**config.mk**
```make
export PLATFORM = sky130hd
export DESIGN_NAME = spike_window_monitor_flat
export DESIGN_NICKNAME = d
export VERILOG_FILES = /design/src/rtl/neuro_pkg.sv /design/src/rtl/spike_window_monitor_if.sv /design/src/rtl/sat_counter.sv /design/src/rtl/spike_window_monitor.sv /design/src/flat_wrapper.sv
export SDC_FILE = /design/constraint.sdc
export NUM_CORES = 1
export LEC_CHECK = 0
export CAP_MARGIN = 10
export CORE_ASPECT_RATIO = 1.1
export CORE_MARGIN = 1
export CORE_UTILIZATION = 43
export DETAILED_ROUTE_END_ITERATION = 7
export PLACE_DENSITY = 0.65
export SLEW_MARGIN = 10
export SYNTH_ARGS = -nofsm -noshare
export SYNTH_HDL_FRONTEND = slang
export SYNTH_SLANG_ARGS = --single-unit
```
**constraint.sdc**
```tcl
create_clock -name clk -period 1.9 [get_ports clk]
set_input_delay 0.38 -clock clk [delete_from_list [all_inputs] [get_ports clk]]
set_output_delay 0.38 -clock clk [all_outputs]
set_load 0.02 [all_outputs]
```
**src/rtl/neuro_pkg.sv**
```systemverilog
// Shared widths, state encodings and report layout for the spike window monitor.
package neuro_pkg;

    localparam int unsigned CNT_W    = 8;
    localparam int unsigned DT_W     = 8;
    localparam int unsigned WEIGHT_W = 6;
    localparam int unsigned WDELTA_W = WEIGHT_W + 1;

    localparam logic [DT_W-1:0] DT_NONE = '1;

    typedef enum logic {
        WIN_INIT,
        WIN_RUN
    } win_state_e;

    typedef enum logic {
        OUT_EMPTY,
        OUT_FULL
    } out_state_e;

    typedef struct packed {
        logic [CNT_W-1:0]    pre_cnt;
        logic [CNT_W-1:0]    post_cnt;
        logic [DT_W-1:0]     last_dt;
        logic [WDELTA_W-1:0] wdelta;
        logic                overflow;
        logic                dropped;
    } report_t;

endpackage

```
**src/rtl/spike_window_monitor_if.sv**
```systemverilog
// Valid/ready report port of the spike window monitor.
interface spike_window_monitor_if #(
    parameter int unsigned CNT_W = neuro_pkg::CNT_W,
    parameter int unsigned DT_W  = neuro_pkg::DT_W
);
    logic                              out_valid;
    logic                              out_ready;
    logic [CNT_W-1:0]                  out_pre_cnt;
    logic [CNT_W-1:0]                  out_post_cnt;
    logic [DT_W-1:0]                   out_last_dt;
    logic [neuro_pkg::WDELTA_W-1:0]    out_wdelta;
    logic                              out_overflow;
    logic                              out_dropped;

    modport master (
        output out_valid, out_pre_cnt, out_post_cnt, out_last_dt,
               out_wdelta, out_overflow, out_dropped,
        input  out_ready
    );

    modport slave (
        input  out_valid, out_pre_cnt, out_post_cnt, out_last_dt,
               out_wdelta, out_overflow, out_dropped,
        output out_ready
    );
endinterface

```
**src/rtl/sat_counter.sv**
```systemverilog
// Saturating up-counter; nxt is this cycle's incremented value before any clear.
module sat_counter #(
    parameter int unsigned WIDTH    = 8,
    parameter logic        RST_ONES = 1'b0
) (
    input  logic             clk,
    input  logic             rst_n,
    input  logic             en,
    input  logic             clr,
    input  logic             inc,
    output logic [WIDTH-1:0] nxt,
    output logic             sat
);
    logic [WIDTH-1:0] cnt_q, cnt_d;

    always_comb begin
        sat   = &cnt_q;
        nxt   = (inc && !sat) ? cnt_q + WIDTH'(1) : cnt_q;
        cnt_d = cnt_q;
        if (en) begin
            cnt_d = clr ? '0 : nxt;
        end
    end

    always_ff @(posedge clk or negedge rst_n) begin
        if (!rst_n) begin
            cnt_q <= {WIDTH{RST_ONES}};
        end else begin
            cnt_q <= cnt_d;
        end
    end
endmodule

```
**src/rtl/spike_window_monitor.sv**
```systemverilog
// Windowed pre/post spike statistics with a single-entry valid/ready report register.
module spike_window_monitor #(
    parameter int unsigned WINDOW_CYCLES = 256,
    parameter int unsigned CNT_W         = neuro_pkg::CNT_W,
    parameter int unsigned DT_W          = neuro_pkg::DT_W
) (
    input  logic                           clk,
    input  logic                           rst_n,
    input  logic                           ena,
    input  logic                           spike_pre,
    input  logic                           spike_post,
    input  logic [neuro_pkg::WEIGHT_W-1:0] weight,
    spike_window_monitor_if.master         rpt
);
    import neuro_pkg::*;

    localparam int unsigned     IDX_W    = $clog2(WINDOW_CYCLES);
    localparam logic [IDX_W-1:0] IDX_LAST = IDX_W'(WINDOW_CYCLES - 1);

    typedef struct packed {
        logic [CNT_W-1:0]    pre_cnt;
        logic [CNT_W-1:0]    post_cnt;
        logic [DT_W-1:0]     last_dt;
        logic [WDELTA_W-1:0] wdelta;
        logic                overflow;
        logic                dropped;
    } rpt_t;

    win_state_e          win_q, win_d;
    out_state_e          out_q, out_d;
    logic [IDX_W-1:0]    idx_q, idx_d;
    logic [WEIGHT_W-1:0] base_q, base_d;
    logic [DT_W-1:0]     last_dt_q, last_dt_d;
    logic                ovf_q, ovf_d;
    logic                drop_q, drop_d;
    rpt_t                rpt_q, rpt_d;

    logic             close, capture, xfer;
    logic             pre_sat, post_sat, dt_sat;
    logic [CNT_W-1:0] pre_nxt, post_nxt;
    logic [DT_W-1:0]  dt_nxt;
    logic             ovf_now;
    logic [DT_W-1:0]  last_dt_now;
    rpt_t             rpt_new;

    sat_counter #(.WIDTH(CNT_W), .RST_ONES(1'b0)) u_pre_cnt (
        .clk(clk), .rst_n(rst_n), .en(ena), .clr(close), .inc(spike_pre),
        .nxt(pre_nxt), .sat(pre_sat)
    );

    sat_counter #(.WIDTH(CNT_W), .RST_ONES(1'b0)) u_post_cnt (
        .clk(clk), .rst_n(rst_n), .en(ena), .clr(close), .inc(spike_post),
        .nxt(post_nxt), .sat(post_sat)
    );

    // Timer spans windows; a pre spike restarts it, otherwise it ages every enabled cycle.
    sat_counter #(.WIDTH(DT_W), .RST_ONES(1'b1)) u_dt_timer (
        .clk(clk), .rst_n(rst_n), .en(ena), .clr(spike_pre), .inc(1'b1),
        .nxt(dt_nxt), .sat(dt_sat)
    );

    always_ff @(posedge clk or negedge rst_n) begin
        if (!rst_n) begin
            win_q     <= WIN_INIT;
            out_q     <= OUT_EMPTY;
            idx_q     <= '0;
            base_q    <= '0;
            last_dt_q <= '1;
            ovf_q     <= 1'b0;
            drop_q    <= 1'b0;
            rpt_q     <= '0;
        end else begin
            win_q     <= win_d;
            out_q     <= out_d;
            idx_q     <= idx_d;
            base_q    <= base_d;
            last_dt_q <= last_dt_d;
            ovf_q     <= ovf_d;
            drop_q    <= drop_d;
            rpt_q     <= rpt_d;
        end
    end

    always_comb begin
        win_d  = win_q;
        idx_d  = idx_q;
        base_d = base_q;
        if (ena) begin
            idx_d = close ? '0 : idx_q + IDX_W'(1);
            if (win_q == WIN_INIT || close) begin
                base_d = weight;
            end
            if (win_q == WIN_INIT) begin
                win_d = WIN_RUN;
            end
        end

        // Close-cycle events are folded into the report, then the window restarts clean.
        ovf_now = ovf_q | (ena & ((spike_pre & pre_sat) | (spike_post & post_sat) |
                                  (~spike_pre & ~dt_sat & (&dt_nxt))));
        last_dt_now = last_dt_q;
        if (ena && spike_post) begin
            last_dt_now = spike_pre ? '0 : dt_nxt;
        end
        ovf_d     = close ? 1'b0 : ovf_now;
        last_dt_d = close ? '1 : last_dt_now;

        rpt_new.pre_cnt  = pre_nxt;
        rpt_new.post_cnt = post_nxt;
        rpt_new.last_dt  = last_dt_now;
        rpt_new.wdelta   = {1'b0, weight} - {1'b0, base_q};
        rpt_new.overflow = ovf_now;
        rpt_new.dropped  = drop_q;

        out_d  = out_q;
        drop_d = drop_q;
        rpt_d  = rpt_q;
        if (capture) begin
            out_d  = OUT_FULL;
            drop_d = 1'b0;
            rpt_d  = rpt_new;
        end else begin
            if (xfer) begin
                out_d = OUT_EMPTY;
            end
            if (close) begin
                drop_d = 1'b1;
            end
        end
    end

    always_comb begin
        close   = ena && (win_q == WIN_RUN) && (idx_q == IDX_LAST);
        xfer    = (out_q == OUT_FULL) && rpt.out_ready;
        capture = close && ((out_q == OUT_EMPTY) || rpt.out_ready);

        rpt.out_valid    = (out_q == OUT_FULL);
        rpt.out_pre_cnt  = rpt_q.pre_cnt;
        rpt.out_post_cnt = rpt_q.post_cnt;
        rpt.out_last_dt  = rpt_q.last_dt;
        rpt.out_wdelta   = rpt_q.wdelta;
        rpt.out_overflow = rpt_q.overflow;
        rpt.out_dropped  = rpt_q.dropped;
    end
endmodule

```
**src/flat_wrapper.sv**
```systemverilog
// flat-port wrapper written by rule: the top's interface ports become plain ports
module spike_window_monitor_flat import neuro_pkg::*;
#(
    parameter int unsigned WINDOW_CYCLES = 256,
    parameter int unsigned CNT_W         = neuro_pkg::CNT_W,
    parameter int unsigned DT_W          = neuro_pkg::DT_W
)
  (clk, rst_n, ena, spike_pre, spike_post, weight, rpt_out_valid, rpt_out_pre_cnt, rpt_out_post_cnt, rpt_out_last_dt, rpt_out_wdelta, rpt_out_overflow, rpt_out_dropped, rpt_out_ready);
  spike_window_monitor_if #(.CNT_W(CNT_W), .DT_W(DT_W)) rpt_i ();
  input  logic clk;
  input  logic rst_n;
  input  logic ena;
  input  logic spike_pre;
  input  logic spike_post;
  input  logic [neuro_pkg::WEIGHT_W-1:0] weight;
  output wire logic [$bits(rpt_i.out_valid)-1:0] rpt_out_valid;
  output wire logic [$bits(rpt_i.out_pre_cnt)-1:0] rpt_out_pre_cnt;
  output wire logic [$bits(rpt_i.out_post_cnt)-1:0] rpt_out_post_cnt;
  output wire logic [$bits(rpt_i.out_last_dt)-1:0] rpt_out_last_dt;
  output wire logic [$bits(rpt_i.out_wdelta)-1:0] rpt_out_wdelta;
  output wire logic [$bits(rpt_i.out_overflow)-1:0] rpt_out_overflow;
  output wire logic [$bits(rpt_i.out_dropped)-1:0] rpt_out_dropped;
  input wire logic [$bits(rpt_i.out_ready)-1:0] rpt_out_ready;
  assign rpt_out_valid = rpt_i.out_valid;
  assign rpt_out_pre_cnt = rpt_i.out_pre_cnt;
  assign rpt_out_post_cnt = rpt_i.out_post_cnt;
  assign rpt_out_last_dt = rpt_i.out_last_dt;
  assign rpt_out_wdelta = rpt_i.out_wdelta;
  assign rpt_out_overflow = rpt_i.out_overflow;
  assign rpt_out_dropped = rpt_i.out_dropped;
  assign rpt_i.out_ready = rpt_out_ready;
  spike_window_monitor #(.WINDOW_CYCLES(WINDOW_CYCLES), .CNT_W(CNT_W), .DT_W(DT_W)) u_core (.clk(clk), .rst_n(rst_n), .ena(ena), .spike_pre(spike_pre), .spike_post(spike_post), .weight(weight), .rpt(rpt_i));
endmodule
```
Word level (Yosys, flattened, before mapping)
Index checks and enable logic that the tools add are counted.
W data, S select, Z words.

storage, ports and cells
  RAM bits = 0
  input bits = 12
  latch bits = 0
  memory bits (read-only) = 0
  memories = 0
  bits in registers = 83

operators by class
  divide/modulo/power cells = 0
  equal/unequal tests = 1
  magnitude comparators = 0
  reduce and logical (&&, ||, !) cells = 18
  multiplexer cells = 14
  shift operators = 0
  bitwise gates (word level) = 12
  add/subtract/negate cells = 5
  $mul = 0

operators by type and width
  cell                   number
  $mux W8                9
  $add A8 B1 Y8 const B  4
  $reduce_and A8 Y1      4
  $eq A8 B8 Y1 const B   1
  $logic_and A1 B1 Y1    7
  $sub A6 B6 Y7          1
  $and A1 B1 Y1          5
  $mux W1                5
  $not A1 Y1             4
  $reduce_bool A2 Y1     2
  $or A1 B1 Y1           3
  $logic_not A1 Y1       2
  $logic_or A1 B1 Y1     2
  $reduce_and A2 Y1      1

Depth between registers and ports, before layout
Gate-level depths: netlist of run 1.

  depth in word-level cells = 8
  depth in mapped cells = 8

By module
Synthesis of run 1 repeated with hierarchy kept, for this count alone.

second synthesis, totals
  cells, all modules = 482
  area, all modules = 4625.7 sq um

by module, submodules not included
  module                           cells an instance  times used  area an instance (sq um)
  spike_window_monitor             259                1           2620.0
  sat_counter (u_core.u_dt_timer)  75                 1           679.4
  sat_counter (u_core.u_post_cnt)  75                 1           669.4
  sat_counter (u_core.u_pre_cnt)   73                 1           656.9

Worst setup path after synthesis of run 1
OpenSTA, ideal clock, no wires.

  path kind = reg2reg
  start = register u_core.u_dt_timer.cnt_q[0]
  end = register u_core.rpt_q, in the netlist u_core.rpt.out_last_dt[1]
  buffers on the path = 1
  stages on the path, launching flop included = 8
  data arrival time = 1.807 ns
  path slack = -0.037 ns
  data required time = 1.770 ns
  clock period less this slack = 1.937 ns
  cell sequence = dfstp_2 -> ha_1 -> and3_1 -> buf_2 -> nand2_2 -> mux2_2 -> a22oi_1 -> a21oi_1

on the way
  cells in the longest elaborated chain, start to end = 4
  elaborated cells on any way between the ends = 5

RTL lines
  what                                                line                                  RTL
  start, declared                                     sat_counter.sv:14                     logic [WIDTH-1:0] cnt_q, cnt_d;
  start signal, assigned                              sat_counter.sv:27                     cnt_q <= {WIDTH{RST_ONES}};
  start signal, assigned                              sat_counter.sv:29                     cnt_q <= cnt_d;
  $add A8 B1 Y8 or $reduce_and A8 Y1 (tied branches)  sat_counter.sv:18, sat_counter.sv:17
  $mux W8 *                                           sat_counter.sv:18                     nxt = (inc && !sat) ? cnt_q + WIDTH'(1) : cnt_q;
  $mux W8 *                                           spike_window_monitor.sv:103           last_dt_now = spike_pre ? '0 : dt_nxt;
  $mux W8 *                                           spike_window_monitor.sv:102           if (ena && spike_post) begin
  end signal, assigned                                spike_window_monitor.sv:80            rpt_q <= rpt_d;
  end, declared                                       spike_window_monitor.sv:36            rpt_t rpt_q, rpt_d;

Mark *: on every way between the ends. The rest lies on a longest branch, timed or not.
A chain may end at the register's enable or synchronous reset.

Worst setup path in the final report of run 1
  start = register u_core.u_dt_timer.cnt_q[0]
  end = register u_core.rpt_q, in the netlist u_core.rpt.out_overflow

on the way
  cells in the longest elaborated chain, start to end = 7
  elaborated cells on any way between the ends = 10

RTL lines
  what                                                line                                            RTL
  $add A8 B1 Y8 or $reduce_and A8 Y1 (tied branches)  sat_counter.sv:18, sat_counter.sv:17
  $mux W8 or $not A1 Y1 (tied branches)               sat_counter.sv:18, spike_window_monitor.sv:100
  $reduce_and A8 Y1 or $and A1 B1 Y1 (tied branches)  spike_window_monitor.sv:100                     (~spike_pre & ~dt_sat & (&dt_nxt))));
  $and A1 B1 Y1 *                                     spike_window_monitor.sv:100
  $or A1 B1 Y1 *                                      spike_window_monitor.sv:99                      ovf_now = ovf_q | (ena & ((spike_pre & pre_sat) | (spike_post & post_sat) |
  $and A1 B1 Y1 *                                     spike_window_monitor.sv:99
  $or A1 B1 Y1 *                                      spike_window_monitor.sv:99

Marks and branches as above.

==> impl_metrics.json, run 1 <==
{
  "cts.sinks": 83,
  "cts_made_buffers": 9,
  "start_kind": "flip-flop",
  "fin_crit_sh_pct": 93.9,
  "slowest_delay_ns": 0.55,
  "drv_slew": 0,
  "hold_end": "u_core.base_q[0]$_DFFE_PN0P_",
  "status": "complete, no violations",
  "fin_area_sq_mm": 0.00543,
  "synth_edf_count": 0,
  "p_int_mw": 3.16,
  "setup-violations-final": 0,
  "holdWs_ns": 0.314,
  "p_total_mw": 4.46,
  "die_w_um": 96.2,
  "cts_tree": "done",
  "fin_skew_ns": 0.00819,
  "ys.flop_type": "dfrtp_1",
  "cp.required_ns": 2.18,
  "synthArstFlopShare_pct": 100,
  "r2r-start": "u_core.u_dt_timer.cnt_q[0]$_DFFE_PN1P_",
  "postCtsSetupRepairBufs": 0,
  "via_per_inst": 5.29,
  "fin_setup_tns_ns": 0,
  "layout_setup_ws_ns": 0.115,
  "drive_above_1_share_pct": 23.0,
  "syn_inst": 438,
  "grt_use_total_pct": 20.5,
  "final_antenna_net_count": 0,
  "hold_viol_final": 0,
  "path_class": "flip-flop to flip-flop",
  "hp-start": "weight[0]",
  "drt-pass1-iter-count": 4,
  "synth_top_cell_area_share_pct": 40.0,
  "yosysSeqAreaShare_pct": 50.0,
  "syn2layout_area_growth_pct": 29.5,
  "r2r-end": "u_core.rpt.out_overflow$_DFFE_PN0P_",
  "rsz0062_at_grt": "no",
  "grt_pass1_wl_mm": 16.0,
  "ir_drop_mv": 0.398,
  "clkTransAtPathRegs_ns": 0.08,
  "antenna_found_initial": 0,
  "fmax_mhz": 560,
  "routed_wl_mm": 9.33,
  "final_cells": 655,
  "cts_root_buf": "clkbuf_8",
  "antennaDiodeCount": 0,
  "dp_cells": 638,
  "worstSetupEndpointType": "flip-flop",
  "worst_pin_slew_ns": 0.518,
  "first_global_vias": 3370,
  "switchingPower_mw": 1.30,
  "switching_share_pct": 29.2,
  "yosys.area.top_type": "dfrtp_1",
  "dieArea_sq_mm": 0.0102,
  "start_util_pct": 44.6,
  "synth_nets": 461,
  "pwr-share-comb_pct": 19.4,
  "hold_class": "primary input to flip-flop",
  "num_io_pins": 46,
  "drc": 0,
  "clk_latency_ns": 0.36,
  "period_needed_ns": 1.78,
  "rows": 37,
  "cp.arrival_ns": 2.07,
  "die_height_um": 106,
  "grt_overflow": 0,
  "rrSetupSlack_ns": 0.12,
  "power_frac_seq_pct": 49.7,
  "cts.path.max_buffers": 2,
  "pwr-share-clk_pct": 30.9,
  "htree_levels": 3,
  "critPathSlowestCell": "dfstp_2",
  "ys_warn_count": 0,
  "placement.setup.worst_slack_ns": -0.487,
  "finish.utilization_pct": 57.8,
  "core_area_sq_mm": 0.00940,
  "slew_headroom_pct": 65.5,
  "wire_per_inst_um": 14.2,
  "gp_congestion": 0.873,
  "yosysUniqueCellTypes": 56,
  "drv_cap": 0,
  "netlist_top_cells_area": "dfrtp_1 40%, dfstp_2 10%, nand2_1 6.4%, o21ai_0 5.4%, ha_1 3.0%",
  "p_leak_nw": 2.40,
  "crit_chain": "ha_2, and3_2, mux2i_1, nor4_1, nor3_1, o21ai_1",
  "nets": 556,
  "synth_area_sq_mm": 0.00419,
  "ys_ff_latch": 83,
  "power_density_mw_per_mm2": 821,
  "vias": 3467,
  "grt_max_degree": 37,
  "dp_hpwl_mm": 6.92,
  "hold_depth": 2,
  "syn_area_per_cell_sq_um": 9.58,
  "rr_worst_depth": 6,
  "place_area_sq_mm": 0.00519,
  "port_buffers": 45,
  "drt_iter0_markers": 115,
  "crit_fanout": 7
}
-- per-layer routing --
metal	vias to the layer above	wire [um]	track usage (%)
met5	-	0	0
met4	0	148	8.10
met3	12	219	3.25
met2	54	4580	33.0
met1	1672	4380	27.3
li1	1729	-	-
-- worst max path at each step --
stage / endpoint / start / slack (ns)
floorplan: u_core.rpt.out_last_dt[1]$_DFFE_PN0P_ / u_core.u_dt_timer.cnt_q[0]$_DFFE_PN1P_ / 0.04
global placement: u_core.rpt.out_wdelta[6]$_DFFE_PN0P_ / weight[0] / -0.44
detailed placement: u_core.rpt.out_wdelta[6]$_DFFE_PN0P_ / weight[0] / -0.49
CTS: u_core.rpt.out_wdelta[6]$_DFFE_PN0P_ / weight[0] / 0.009
global route: u_core.rpt.out_last_dt[4]$_DFFE_PN0P_ / u_core.u_dt_timer.cnt_q[0]$_DFFE_PN1P_ / 0.01
finish: u_core.rpt.out_overflow$_DFFE_PN0P_ / u_core.u_dt_timer.cnt_q[0]$_DFFE_PN1P_ / 0.12
-- synthesized netlist by cell type, drive strengths merged (2+ instances only) --
master / instances
nor3: 8
a31oi: 9
o31ai: 5
a211o: 3
mux2i: 3
inv: 12
nand4: 10
nand2: 74
a211oi: 4
or2: 2
nand3b: 2
xor2: 7
nor2b: 3
and4: 5
a21o: 3
o22ai: 2
a31o: 2
xnor2: 14
dfstp: 16
clkbuf: 14
buf: 12
mux2: 7
a22oi: 2
a21boi: 2
ha: 10
o21ai: 51
dfrtp: 67
a21oi: 20
a22o: 3
nand3: 15
and3: 8
and2: 4
nor2: 23
nand2b: 4
nor4: 3
-- state kept, by name, summed over array words and instances, names as in the netlist, 6 cells and up --
signal	flops
u_core.rpt.out_last_dt	8
u_core.rpt.out_pre_cnt	8
u_core.last_dt_q	8
u_core.base_q	6
u_core.idx_q	8
u_core.rpt.out_wdelta	7
u_core.u_pre_cnt.cnt_q	8
u_core.u_post_cnt.cnt_q	8
u_core.u_dt_timer.cnt_q	8
u_core.rpt.out_post_cnt	8
-- final cells by class --
class | instances | area, sq um
Fill cell | 837 | 3970
Sequential cell | 83 | 2100
Multi-Input combinational cell | 316 | 1940
Timing Repair Buffer | 110 | 991
Tap cell | 117 | 146
Clock buffer | 10 | 128
Clock inverter | 6 | 80.1
Inverter | 13 | 48.8
-- power groups by stage --
| stage | combinational (mW) | clock (mW) | sequential [mW] |
|---|---|---|---|
| after detailed placement | 0.855 | 0 | 2.25 |
| after floorplan | 0.584 | 0 | 2.16 |
| after global placement | 0.820 | 0 | 2.23 |
| after global routing | 0.980 | 1.47 | 2.25 |
| after CTS | 0.862 | 1.40 | 2.21 |
| final | 0.867 | 1.38 | 2.21 |
-- cells in the final DEF, fill, tap and decap left out, drive strengths merged, types with 3 or more instances in the layout --
cell	instances
mux2i	3
dfrtp	67
nor3	8
dfstp	16
nor4	3
a21oi	20
nand3	15
and3	8
mux2	7
and4	5
and2	4
clkinv	5
clkbuf	10
inv	12
nand4	10
nor2	23
nand2b	4
buf	65
a211oi	4
nor2b	3
o31ai	5
xor2	7
a22o	3
clkdlybuf4s50	43
a21o	3
ha	10
a211o	3
a31oi	9
nand2	74
xnor2	14
o21ai	51
-- critical path: cells and delay by family (launching register included) --
kind	cells	cell delay (ns)
AOI/OAI and AO/OA	1	0.14
adders and majority gates	1	0.17
DFF	1	0.55
muxes	1	0.10
and+or+nand+nor	3	0.74
-- timing repair --
action	4_1_cts	5_1_grt
hold buffers	1	0
endpoints found under the hold margin	2	0
gates resized for setup	3	8
pin swaps	1	5
endpoints found under the setup margin	3	11
-- cell families after synthesis --
family,count (synthesis),share of synthesized area [%]
AND/OR/NAND/NOR,163,19.4
AO/OA/AOI/OAI,111,15.9
multiplexers,10,2.60
buffers and inverters,39,4.30
XOR/XNOR,21,4.39
flip-flops,83,50.0
adder cells (fa/ha/maj),11,3.46
No activity file was read; power rests on OpenSTA's default activity.
==> run 2: changes to the inputs <==
==> constraint.sdc (replaced) <==
create_clock -name clk -period 1.9 [get_ports clk]
set_input_delay 0.38 -clock clk [delete_from_list [all_inputs] [get_ports clk]]
set_output_delay 0.38 -clock clk [all_outputs]
set_load 0.05 [all_outputs]
==> impl_metrics.json, run 2 (synthesized netlist as in run 1, its figures left out) <==
{
  "status": "complete, no violations",
  "port_buffers": 45,
  "num_io_pins": 46,
  "hold_class": "primary input to asynchronous set/reset pin",
  "nets": 556,
  "core_area_sq_mm": 0.00940,
  "power_density_mw_per_mm2": 786,
  "p_total_mw": 4.19,
  "start_kind": "flip-flop",
  "routed_wl_mm": 9.34,
  "rsz0062_at_grt": "no",
  "grt_pass1_wl_mm": 15.9,
  "slowest_delay_ns": 0.55,
  "grt_use_total_pct": 20.5,
  "final_antenna_net_count": 0,
  "final_common_cell": "buf_4",
  "crit_fanout": 7,
  "fin_area_sq_mm": 0.00533,
  "placement.setup.worst_slack_ns": -0.552,
  "cts_made_buffers": 9,
  "wire_per_inst_um": 14.3,
  "cts_root_buf": "clkbuf_8",
  "drc": 0,
  "cts.sinks": 83,
  "drive_above_1_share_pct": 26.6,
  "cp.arrival_ns": 2.08,
  "crit_chain": "buf_4, and4_1, nand4_1, mux2i_1, nor3_1, or3b_1",
  "postCtsHoldBufs": 0,
  "clk_latency_ns": 0.35,
  "layout_common_cells": "81 x buf_4, 71 x nand2_1, 67 x dfrtp_1",
  "worst_pin_slew_ns": 0.571,
  "die_height_um": 106,
  "dp_hpwl_mm": 6.92,
  "grt_max_degree": 41,
  "dieArea_sq_mm": 0.0102,
  "drv_cap": 0,
  "setup-violations-final": 0,
  "rrSetupSlack_ns": 0.09,
  "drv_slew": 0,
  "r2r-start": "u_core.u_dt_timer.cnt_q[0]$_DFFE_PN1P_",
  "slew_headroom_pct": 61.9,
  "ir_drop_mv": 0.320,
  "cts_tree": "done",
  "critPathSlowestCell": "dfstp_2",
  "hold_viol_final": 0,
  "fin_setup_tns_ns": 0,
  "start_util_pct": 44.6,
  "path_class": "flip-flop to flip-flop",
  "htree_levels": 3,
  "vias": 3468,
  "antenna_found_initial": 0,
  "fin_crit_sh_pct": 95.1,
  "fin_skew_ns": 0.00899,
  "first_global_vias": 3414,
  "die_w_um": 96.2,
  "clkTransAtPathRegs_ns": 0.08,
  "syn2layout_area_growth_pct": 27.0,
  "layout_setup_ws_ns": 0.0929,
  "rows": 37,
  "period_needed_ns": 1.81,
  "fmax_mhz": 553,
  "cts.path.max_buffers": 2,
  "p_leak_nw": 2.50,
  "drt_iter0_markers": 77,
  "cp.required_ns": 2.17,
  "grt_overflow": 0,
  "place_area_sq_mm": 0.00512,
  "via_per_inst": 5.29,
  "worstSetupEndpointType": "flip-flop",
  "r2r-end": "u_core.last_dt_q[7]$_DFF_PN1_",
  "drt-pass1-iter-count": 4,
  "antennaDiodeCount": 0,
  "gp_congestion": 0.880,
  "rr_worst_depth": 6
}
==> run 2: cell types whose count changed in the layout (fill, tap and decap cells not counted), moves of 2 or more <==
cell	delta
dlygate4sd2_1	+15
buf_4	+20
bufinv_16	-2
clkbuf_1	+2
clkdlybuf4s50_1	-34
==> run 2: critical path, delay by kind of cell (launching register included) <==
| family | cells | cell delay, ns |
|---|---|---|
| buf+inv | 1 | 0.15 |
| mux | 1 | 0.21 |
| simple gates | 4 | 0.83 |
| flops | 1 | 0.55 |
==> run 2: worst max-delay path by stage <==
stage | to | slack (ns) | start | cells past startpoint
2_1_floorplan | u_core.rpt.out_last_dt[1]$_DFFE_PN0P_ | 0.04 | u_core.u_dt_timer.cnt_q[0]$_DFFE_PN1P_ | 7
5_1_grt | u_core.u_pre_cnt.cnt_q[5]$_DFFE_PN0P_ | 0.008 | u_core.u_pre_cnt.cnt_q[0]$_DFFE_PN0P_ | 6
6_report | u_core.last_dt_q[7]$_DFF_PN1_ | 0.09 | u_core.u_dt_timer.cnt_q[0]$_DFFE_PN1P_ | 6
3_3_place_gp | u_core.rpt.out_wdelta[6]$_DFFE_PN0P_ | -0.44 | weight[0] | 9
4_1_cts | rpt_out_pre_cnt[6] | 0.008 | u_core.rpt.out_pre_cnt[6]$_DFFE_PN0P_ | 1
3_5_place_dp | u_core.rpt.out_wdelta[6]$_DFFE_PN0P_ | -0.55 | weight[0] | 9
==> run 2: metrics by stage <==
stage          util [%]  std cells  hold slack [ns]
6_report           56.7        655           0.0210
5_1_grt            56.7        655           0.0401
4_1_cts            56.2        654           0.0262
3_5_place_dp       54.5        637            0.413
3_3_place_gp       54.5        637            0.401
2_1_floorplan         -        438           0.0844
==> run 2: layer usage <==
layer  routed length, um  share of wire [%]  track usage, %
met5                   0                  0               0
met3                 334                3.6            3.82
met4                 216                2.3            8.85
met1                4230                 45            26.7
met2                4560                 49            32.9
==> run 2: area by class of cell <==
cell class | instances | area, sq um
Inverter | 13 | 48.8
Fill cell | 869 | 4070
Clock inverter | 3 | 15.0
Tap cell | 117 | 146
Timing Repair Buffer | 110 | 915
Sequential cell | 83 | 2100
Clock buffer | 13 | 149
Multi-Input combinational cell | 316 | 1950
==> run 2: what timing repair did <==
item | 4_1_cts | 5_1_grt
pin swaps | 1 | 4
setup buffers | 1 | 1
endpoints found under the setup margin | 19 | 18
gates resized for setup | 20 | 10
==> run 2: report_power, final <==
| group | total, mW | internal [mW] | switching, mW |
|---|---|---|---|
| sequential | 2.21 | 1.97 | 0.241 |
| combinational | 0.867 | 0.453 | 0.414 |
| clock | 1.11 | 0.506 | 0.599 |
| total | 4.19 | 2.93 | 1.25 |
